--- src/rtl/fpu_pkg.sv ---
// Shared types and FP32 field helpers for the single-adder request scheduler.
package fpu_pkg;

    typedef enum logic [1:0] {
        IDLE = 2'd0,
        WAIT = 2'd1,
        RESP = 2'd2
    } state_t;

    localparam int EXP_MSB = 30;
    localparam int EXP_LSB = 23;
    localparam int FRAC_W  = 23;

    // Sign is ignored, so both +0 and -0 count as zero.
    function automatic logic is_zero(input logic [31:0] x);
        return (x[EXP_MSB:EXP_LSB] == '0) && (x[FRAC_W-1:0] == '0);
    endfunction

endpackage

--- src/rtl/rr_arbiter.sv ---
// Combinational round-robin arbiter: picks the first asserted request at or
// after ptr, wrapping modulo NUM_REQ; returns one-hot and encoded grant.
module rr_arbiter #(
    parameter int NUM_REQ = 4,
    parameter int ID_W    = $clog2(NUM_REQ)
) (
    input  logic [NUM_REQ-1:0] req,
    input  logic [ID_W-1:0]    ptr,
    output logic [NUM_REQ-1:0] grant,
    output logic [ID_W-1:0]    grant_idx
);

    logic [ID_W:0]   sum;
    logic [ID_W-1:0] idx;

    // Scan offsets from farthest to nearest so the nearest hit overwrites the rest.
    always_comb begin
        // NOTE: every output of a combinational block gets a default first so no path leaves it unassigned (which would infer a latch).
        grant     = '0;
        grant_idx = '0;
        sum       = '0;
        idx       = '0;
        for (int k = NUM_REQ - 1; k >= 0; k--) begin
            sum = {1'b0, ptr} + (ID_W + 1)'(k);
            if (sum >= (ID_W + 1)'(NUM_REQ)) begin
                sum = sum - (ID_W + 1)'(NUM_REQ);
            end
            idx = sum[ID_W-1:0];
            if (req[idx]) begin
                grant      = '0;
                grant[idx] = 1'b1;
                grant_idx  = idx;
            end
        end
    end

endmodule

--- src/rtl/fpu_add_sched.sv ---
// Shares one external combinational FP32 adder among NUM_REQ requesters.
// Optional macro FPU_ADD_SCHED_ZERO_BYPASS_EN returns x+0 results without waiting.
module fpu_add_sched
    import fpu_pkg::*;
#(
    parameter int NUM_REQ = 4,
    parameter int ADD_LAT = 1,
    parameter int ID_W    = $clog2(NUM_REQ)
) (
    input  logic                  clk,
    input  logic                  rst,
    input  logic [NUM_REQ-1:0]    req_valid,
    input  logic [NUM_REQ*32-1:0] req_a,
    input  logic [NUM_REQ*32-1:0] req_b,
    output logic [NUM_REQ-1:0]    req_ready,
    output logic [31:0]           add_a,
    output logic [31:0]           add_b,
    input  logic [31:0]           add_sum,
    output logic                  res_valid,
    output logic [ID_W-1:0]       res_id,
    output logic [31:0]           res_data,
    input  logic                  res_ready,
    output logic                  busy
);

    localparam int              CNT_W    = $clog2(ADD_LAT + 1);
    localparam logic [CNT_W-1:0] CNT_LOAD = CNT_W'(ADD_LAT);
    localparam logic [ID_W-1:0]  LAST_ID  = ID_W'(NUM_REQ - 1);

    state_t          state_q, state_d;
    logic [ID_W-1:0] rr_ptr_q, rr_ptr_d;
    logic [CNT_W-1:0] cnt_q, cnt_d;
    logic [31:0]     add_a_q, add_a_d;
    logic [31:0]     add_b_q, add_b_d;
    logic [31:0]     res_data_q, res_data_d;
    logic [ID_W-1:0] res_id_q, res_id_d;
    logic            res_valid_q, res_valid_d;

    logic [NUM_REQ-1:0] grant;
    logic [ID_W-1:0]    grant_idx;
    logic [31:0]        a_sel, b_sel;

    rr_arbiter #(
        .NUM_REQ (NUM_REQ),
        .ID_W    (ID_W)
    ) u_arb (
        .req       (req_valid),
        .ptr       (rr_ptr_q),
        .grant     (grant),
        .grant_idx (grant_idx)
    );

    // One-hot mux of the granted requester's operand slices.
    always_comb begin
        a_sel = '0;
        b_sel = '0;
        for (int i = 0; i < NUM_REQ; i++) begin
            if (grant[i]) begin
                a_sel = req_a[i*32 +: 32];
                b_sel = req_b[i*32 +: 32];
            end
        end
    end

    assign req_ready = (state_q == IDLE) ? grant : '0;
    assign busy      = (state_q != IDLE);
    assign add_a     = add_a_q;
    assign add_b     = add_b_q;
    assign res_valid = res_valid_q;
    assign res_id    = res_id_q;
    assign res_data  = res_data_q;

    always_comb begin
        state_d     = state_q;
        rr_ptr_d    = rr_ptr_q;
        cnt_d       = cnt_q;
        add_a_d     = add_a_q;
        add_b_d     = add_b_q;
        res_data_d  = res_data_q;
        res_id_d    = res_id_q;
        res_valid_d = res_valid_q;

        unique case (state_q)
            IDLE: begin
                if (|req_valid) begin
                    add_a_d  = a_sel;
                    add_b_d  = b_sel;
                    res_id_d = grant_idx;
                    cnt_d    = CNT_LOAD;
                    rr_ptr_d = (grant_idx == LAST_ID) ? '0 : grant_idx + 1'b1;
                    state_d  = WAIT;
`ifdef FPU_ADD_SCHED_ZERO_BYPASS_EN
                    if (is_zero(a_sel) || is_zero(b_sel)) begin
                        res_data_d  = is_zero(a_sel) ? b_sel : a_sel;
                        res_valid_d = 1'b1;
                        state_d     = RESP;
                    end
`endif
                end
            end
            WAIT: begin
                cnt_d = cnt_q - 1'b1;
                // The adder has now seen stable operands for ADD_LAT cycles.
                if (cnt_q == CNT_W'(1)) begin
                    res_data_d  = add_sum;
                    res_valid_d = 1'b1;
                    state_d     = RESP;
                end
            end
            RESP: begin
                if (res_ready) begin
                    res_valid_d = 1'b0;
                    state_d     = IDLE;
                end
            end
            default: state_d = IDLE;
        endcase
    end

    always_ff @(posedge clk) begin
        // NOTE: state registers use non-blocking assignments so every flop samples pre-edge values, independent of statement order.
        if (rst) begin
            state_q     <= IDLE;
            rr_ptr_q    <= '0;
            cnt_q       <= '0;
            add_a_q     <= '0;
            add_b_q     <= '0;
            res_data_q  <= '0;
            res_id_q    <= '0;
            res_valid_q <= 1'b0;
        end else begin
            state_q     <= state_d;
            rr_ptr_q    <= rr_ptr_d;
            cnt_q       <= cnt_d;
            add_a_q     <= add_a_d;
            add_b_q     <= add_b_d;
            res_data_q  <= res_data_d;
            res_id_q    <= res_id_d;
            res_valid_q <= res_valid_d;
        end
    end

endmodule

--- config.mk ---
export PLATFORM = sky130hd
export DESIGN_NAME = fpu_add_sched
export DESIGN_NICKNAME = d
export VERILOG_FILES = /design/src/rtl/fpu_pkg.sv /design/src/rtl/rr_arbiter.sv /design/src/rtl/fpu_add_sched.sv
export SDC_FILE = /design/constraint.sdc
export NUM_CORES = 1
export LEC_CHECK = 0
export CORE_AREA = 2 2 157 159
export DETAILED_ROUTE_END_ITERATION = 8
export DIE_AREA = 0 0 159 161
export GPL_ROUTABILITY_DRIVEN = 0
export PLACE_DENSITY_LB_ADDON = 0.08
export SETUP_SLACK_MARGIN = 0.5
export SLEW_MARGIN = 20
export SYNTH_ARGS = -nofsm -noshare
export SYNTH_HDL_FRONTEND = slang
export SYNTH_SLANG_ARGS = --single-unit
--- constraint.sdc ---
create_clock -name clk -period 3.8 [get_ports clk]
set_input_delay 0.38 -clock clk [delete_from_list [all_inputs] [get_ports clk]]
set_output_delay 0.38 -clock clk [all_outputs]
set_load 0.05 [all_outputs]
==> metrics.cfg, run 1 <==
[synth]
yosysUniqueCellTypes=43
syn-num-nets=1137
yosysTopAreaCellShare=0.3401
avgSynthCellArea_um2=7.339
synth_edf_count=0
ys_top_cells_by_area=dfxtp_1 (34%), o21ai_0 (10%), a211o_1 (9.2%)
synth_cells=834
synth_ff_type=dfxtp_1
synth_top_area_cell=dfxtp_1
ys_warn_count=0
ys_seq_area_frac=0.3401
synth_seq_cells=104
syn-cell-area_um2=6121
async_flop_share=0

[clock_tree]
cts_tree=built
worst_skew_pair.late_latency_ps=350
cts_max_level=3
clockRootBuffer=clkbuf_16
cts_max_path_buffers=2
cts_num_sinks=104
clk_pin_slew_ps=80
cts_buffers=9

[placed_design]
placed_area_um2=10320
portBuffers=398
dp_hpwl_um=20910

[detailed_routing]
drt_pre_antenna_iters=5
wl_per_cell_um=19.34
routed_via_density=4.944
drtAntennaViolNets=0
drc_errors=0
drtIter0Drc=514
vias=7539
wl_um=29490

[timing]
hold_viol_final=0
fin_crit_sh=0.8277
timing.slew.headroom=0.4864
setup_viol=0
timing.fmax_mhz=317.9
rsz0062_at_grt=no
tightest_slew_ps=770.4
period_minus_slack_ps=3145
report.final.slew_viol_count=0
clock-skew-final_ps=9.060
fin_tns_setup_ps=0

[floorplanning]
core-area_um2=23960
die_w_um=159
initial_utilization=0.2554
io_pins=399
num_rows=57
die_area_um2=25600
fp.dieH_um=161

[global_routing]
grt.total_usage=0.2238
grt_pass1_vias=7585
antenna_found_initial=8
grt_overflow=0
grt_max_degree=65
grt_pass1_wl_um=45240

[worst_setup_path]
crit_path_max_fanout=9
cp-end-kind=output port
cp.arrival_ps=2770
crit_required_ps=3420
crit_type=reg2out
startpoint_type=flop

[power]
power.density_nw_per_um2=699.9
p_int_mw=3.772
combPwrFrac=0.677
seq_power_share=0.196
finalPower_mw=7.546
vdd_ir_drop_max_v=0.0004407
sw_frac_of_total=0.5002
switchingPower_mw=3.774
pwr-share-clk=0.127
power.leakage_nw=4.181

[job]
drv_cap=0

[final_layout]
nets=1495
drive_gt1_frac=0.06266
syn_to_final_growth_pct=76.14
finalInstanceArea_um2=10780
fill_cells=2439

[outcome]
outcome=finished clean

[hold_path]
hold_class=reg2reg

==> layout make-up <==
class                      instances  area [µm²]  area share
multi-input combinational        644        3635      0.3371
inverter                           5       22.52    0.002089
clock buffer                       9       225.2     0.02089
tap                              324       405.4     0.03760
antenna                            4       10.01   0.0009284
sequential                       104        2082      0.1931
clock inverter                     7       65.06    0.006035
timing repair buffer             428        4337      0.4022
==> power groups by stage <==
stage          sequential (mW)  combinational, mW  clock [mW]
6_report                  1.48               5.11       0.957
4_1_cts                   1.48               5.01       0.991
5_1_grt                   1.51               5.48        1.03
2_1_floorplan             2.29               2.61           0
3_3_place_gp              1.50               4.92           0
3_5_place_dp              1.50               4.92           0
==> repair_timing <==
action | CTS | global route
gates resized for setup | 6 | 3
hold buffers | 0 | 0
cloned | 1 | 0
buffers inserted | 0 | 11
pin swaps | 2 | 4
setup endpoints to repair | 63 | 33
==> placed cells by master (no fill, tap or decap), types with 2 or more instances in the layout <==
cell type        instances
inv_1                    4
nand2b_1                 5
mux4_2                   3
mux2_2                   3
buf_4                   23
nor2_4                   2
o22ai_1                  2
nor2_1                  78
dfxtp_1                104
mux2i_4                  2
o21ai_0                127
mux2i_2                  2
nor2_2                   2
ha_1                     7
nand3_1                 65
mux2i_1                  3
clkdlybuf4s50_1        394
and3_1                   5
nor2b_1                  2
o21ai_1                  4
a31oi_1                 64
a21oi_1                 41
a211oi_1                 2
diode_2                  4
clkinvlp_4               4
nor3_1                   2
or2_2                    2
buf_12                  11
clkbuf_16                9
inv_8                    3
nand2_1                137
a211o_1                 64
o211ai_1                 2
==> sequential cells by signal (all words and copies together), names as in the netlist <==
signal,count
cnt_q,1
res_valid,1
state_q,2
add_a,32
rr_ptr_q,2
res_id,2
add_b,32
res_data,32
==> layer usage <==
layer / global-route usage / vias to the layer above / part of all wire / wire [µm]
li1: - / 3713 / - / -
met1: 0.2606 / 3490 / 0.41 / 12070
met2: 0.3899 / 287 / 0.49 / 14410
met3: 0.07653 / 41 / 0.079 / 2338
met4: 0.06653 / 8 / 0.021 / 617
met5: 0 / - / 0.0018 / 53
==> worst paths after layout <==
check | slack [ps] | end | cells after the start | start
setup / recovery | 650 | req_ready[3] | 10 | rr_ptr_q[0]$_SDFFE_PP0P_
hold / removal | 450 | res_data[27]$_SDFFE_PP0P_ | 2 | res_data[27]$_SDFFE_PP0P_
setup reg to reg | 830 | add_a[7]$_SDFFE_PP0P_ | 10 | rr_ptr_q[0]$_SDFFE_PP0P_
hold reg to reg | 450 | res_data[27]$_SDFFE_PP0P_ | 2 | res_data[27]$_SDFFE_PP0P_
==> metrics by stage <==
stage	cells	hold WS, ps	setup slack [ps]	utilization
final	1525	454.3	654.6	0.4499
after global routing	1524	474.9	511.6	0.4498
after CTS	1510	456.7	502.8	0.4450
after detailed placement	1493	446.7	253.9	0.4308
after global placement	1493	441.1	310.8	0.4308
after floorplan	834	458.4	443.3	-
==> synthesized netlist by cell type, types with 7 or more instances <==
master	instances
a21oi_1	41
a211o_1	64
clkbuf_2	7
buf_6	18
clkbuf_1	31
ha_1	8
buf_2	23
dfxtp_1	104
o21ai_0	127
nor2_1	82
a31oi_1	64
nand3_1	65
nand2_1	137
==> cells by family after synthesis <==
| logic type | share of synthesized area |
|---|---|
| and+or+nand+nor | 0.2081 |
| muxes | 0.02984 |
| xor gates and xnor gates | 0.001431 |
| AOI/OAI and AO/OA | 0.3207 |
| adders and majority gates | 0.01635 |
| buffers and inverters | 0.08340 |
| DFF | 0.3401 |
==> worst max-delay path: stages (launching register included) <==
cell,delay [ps]
dfxtp_1,380
clkinvlp_4,140
ha_4,330
mux2_2,390
mux2i_4,190
buf_4,180
a2bb2oi_2,180
mux2i_4,140
buf_4,190
nor2_2,130
buf_12,150
No activity file was read; power rests on OpenSTA's default activity.
==> run 2: changes to the inputs <==
Clock period 3.8 ns to 2.65 ns, I/O delays scaled along.
==> run 2 against run 1 <==
- the run now ends with setup timing left
- first-iteration DRC count increased by 19%
- non-clock buffer count increased by 58
- worst setup slack got worse by 800 ps
- sequential share of layout area decreased by 1.6 points
- critical path depth decreased by 1
==> metrics.cfg, run 2 (synthesis gave the netlist of run 1 again) <==
[outcome]
outcome=complete, but fails checks
violations=setup timing

[clock_tree]
cts_max_path_buffers=2  ; unchanged
cts_buffers=9  ; unchanged
cts_num_sinks=104  ; unchanged
cts_max_level=3  ; unchanged
cts_hold_buf=0  ; unchanged
clockRootBuffer=clkbuf_16
clk_pin_slew_ps=80  ; about the same
cts_tree=built
worst_skew_pair.late_latency_ps=360  ; about the same

[global_routing]
grt_pass1_vias=7753  ; +2.2%
grt.total_usage=0.2254  ; +0.001563
grt_overflow=0  ; unchanged
grt_max_degree=61  ; -6.2%
antenna_found_initial=2  ; -6
grt_pass1_wl_um=45620  ; +0.84%

[detailed_routing]
drc_errors=0  ; unchanged
drtAntennaViolNets=0  ; unchanged
drt_pre_antenna_iters=5  ; unchanged
drtIter0Drc=613  ; +19%
vias=7912  ; +4.9%
routed_via_density=5.011  ; +1.4%
wl_per_cell_um=19.27  ; -0.34%
wl_um=30430  ; +3.2%

[worst_setup_path]
path_cells=inv_2 -> ha_4 -> mux2_4 -> and3_4 -> a2111o_1 -> o21ai_4 -> buf_6 -> nor2_4 -> buf_6
slowest_stage=a2111o_1
cp_top_family=compound AO/OA/AOI/OAI gates
crit_path_max_fanout=4  ; -5
cp.arrival_ps=2530  ; -240 ps
worst_path_most_repeated_cell=buf_6
cp-end-kind=output port
startpoint_type=flop
crit_required_ps=2380  ; -1040 ps
crit_type=reg2out
crit_path_max_incr_delay_ps=420  ; +30 ps
path_buf_inv=3  ; -1

[timing]
timing.fmax_mhz=357.2
setup_ws_ps=-149.4  ; -804.0 ps
timing.slew.headroom=0.5867  ; +0.1003
rsz0062_at_grt=yes
clock-skew-final_ps=12.74  ; +3.680 ps
fin_tns_setup_ps=-4286  ; -4286 ps
fin_hold_ws_ps=438.6  ; -15.73 ps
period_minus_slack_ps=2799
tightest_slew_ps=618.0  ; -152.4 ps
fin_crit_sh=1.056
setup_viol=67  ; +67
hold_viol_final=0  ; unchanged
report.final.slew_viol_count=0  ; unchanged

[final_layout]
layout_commonest_cell=clkdlybuf4s50_1
drive_gt1_frac=0.1435  ; +0.08088
layout_common_cells=clkdlybuf4s50_1 (393), nand2_1 (136), dfxtp_1 (102)
stdcell_count=1579  ; +3.5%
syn_to_final_growth_pct=91.84
finalInstanceArea_um2=11740  ; +8.9%
nets=1552  ; +3.8%
fill_cells=2356  ; -3.4%

[job]
drv_cap=0  ; unchanged

[placed_design]
portBuffers=398  ; unchanged
placed_area_um2=10820  ; +4.8%
dp.cells=1542  ; +3.3%
dp_hpwl_um=21860  ; +4.5%

[hold_path]
hold_class=in2reg

[power]
vdd_ir_drop_max_v=0.0005270  ; +20%
power.leakage_nw=4.627  ; +11%
power.density_nw_per_um2=1086  ; +55%

[floorplanning]
die_area_um2=25600  ; unchanged
num_rows=57  ; unchanged
core-area_um2=23960  ; unchanged
fp.dieH_um=161  ; unchanged
initial_utilization=0.2554  ; unchanged
die_w_um=159  ; unchanged
io_pins=399  ; unchanged

==> run 2: cell types whose count changed in the layout (fill, tap and decap cells not counted), moves of 4 or more <==
| cell | before | now |
|---|---|---|
| o21ai_0 | 127 | 93 |
| buf_4 | 23 | 52 |
| nand3_1 | 65 | 45 |
| nand3_2 | 0 | 20 |
| o21ai_1 | 4 | 24 |
| o21ai_2 | 0 | 14 |
| buf_12 | 11 | 22 |
| buf_6 | 0 | 10 |
| clkbuf_16 | 9 | 14 |
| and3_1 | 5 | 1 |
| and3_4 | 0 | 4 |
==> run 2: where the power goes <==
part	total, mW	internal [mW]	leakage [nW]	switching [mW]
combinational	9.24	4.17	3.63	5.07
clock	1.37	0.660	0.140	0.707
sequential	2.14	1.94	0.855	0.196
total	12.7	6.77	4.63	5.98
==> run 2: area by class of cell <==
| cell class | count | area (µm²) | share of cell area |
|---|---|---|---|
| clock buffer | 9 | 225.2 | 0.01918 |
| multi-input combinational | 643 | 3889 | 0.3312 |
| tap | 324 | 405.4 | 0.03452 |
| inverter | 5 | 18.77 | 0.001598 |
| antenna | 1 | 2.502 | 0.0002131 |
| clock inverter | 7 | 61.31 | 0.005221 |
| timing repair buffer | 486 | 5056 | 0.4306 |
| sequential | 104 | 2085 | 0.1775 |
==> run 2: worst paths after layout <==
path | from | end | slack, ps | cells past startpoint
worst max-delay path | rr_ptr_q[0]$_SDFFE_PP0P_ | req_ready[2] | -150 | 9
worst max register to register | rr_ptr_q[0]$_SDFFE_PP0P_ | add_b[26]$_SDFFE_PP0P_ | -140 | 12
worst min-delay path | add_sum[22] | res_data[22]$_SDFFE_PP0P_ | 440 | 3
worst min register to register | res_data[20]$_SDFFE_PP0P_ | res_data[20]$_SDFFE_PP0P_ | 450 | 2
==> run 2: worst register-to-register path, stage by stage, from the launching register on <==
cell and delay [ps]:
dfxtp_2 360, inv_2 60, ha_4 290, mux2_4 330, mux2i_4 250, buf_4 180, a2bb2oi_2 170, mux2i_4 120
buf_12 180, buf_12 190, o21ai_0 230, a31oi_2 60, a211o_1 270
==> run 2: what timing repair did <==
action                                  in CTS  in global routing
resized for setup                           39                 82
setup buffers                               12                  2
endpoints found under the setup margin      72                 71
gates cloned                                 0                  6
pin swaps                                   12                 55
==> run 2: routing by layer <==
layer / share of wire / vias to the layer above / GRT usage
met3: 0.071 / 44 / 0.06086
li1: - / 3838 / -
met1: 0.42 / 3708 / 0.2778
met4: 0.027 / 2 / 0.06529
met2: 0.48 / 320 / 0.3868
met5: 0.00036 / - / 0
==> run 2: per-stage QoR <==
step,total power [mW],setup slack [ps],util
after CTS,12.11,-136.3,0.4732
after global placement,10.22,-336.3,0.4517
final,12.75,-149.4,0.4900
after global routing,13.50,-245.3,0.4900
after detailed placement,10.23,-393.1,0.4517
after floorplan,7.104,-348.6,-
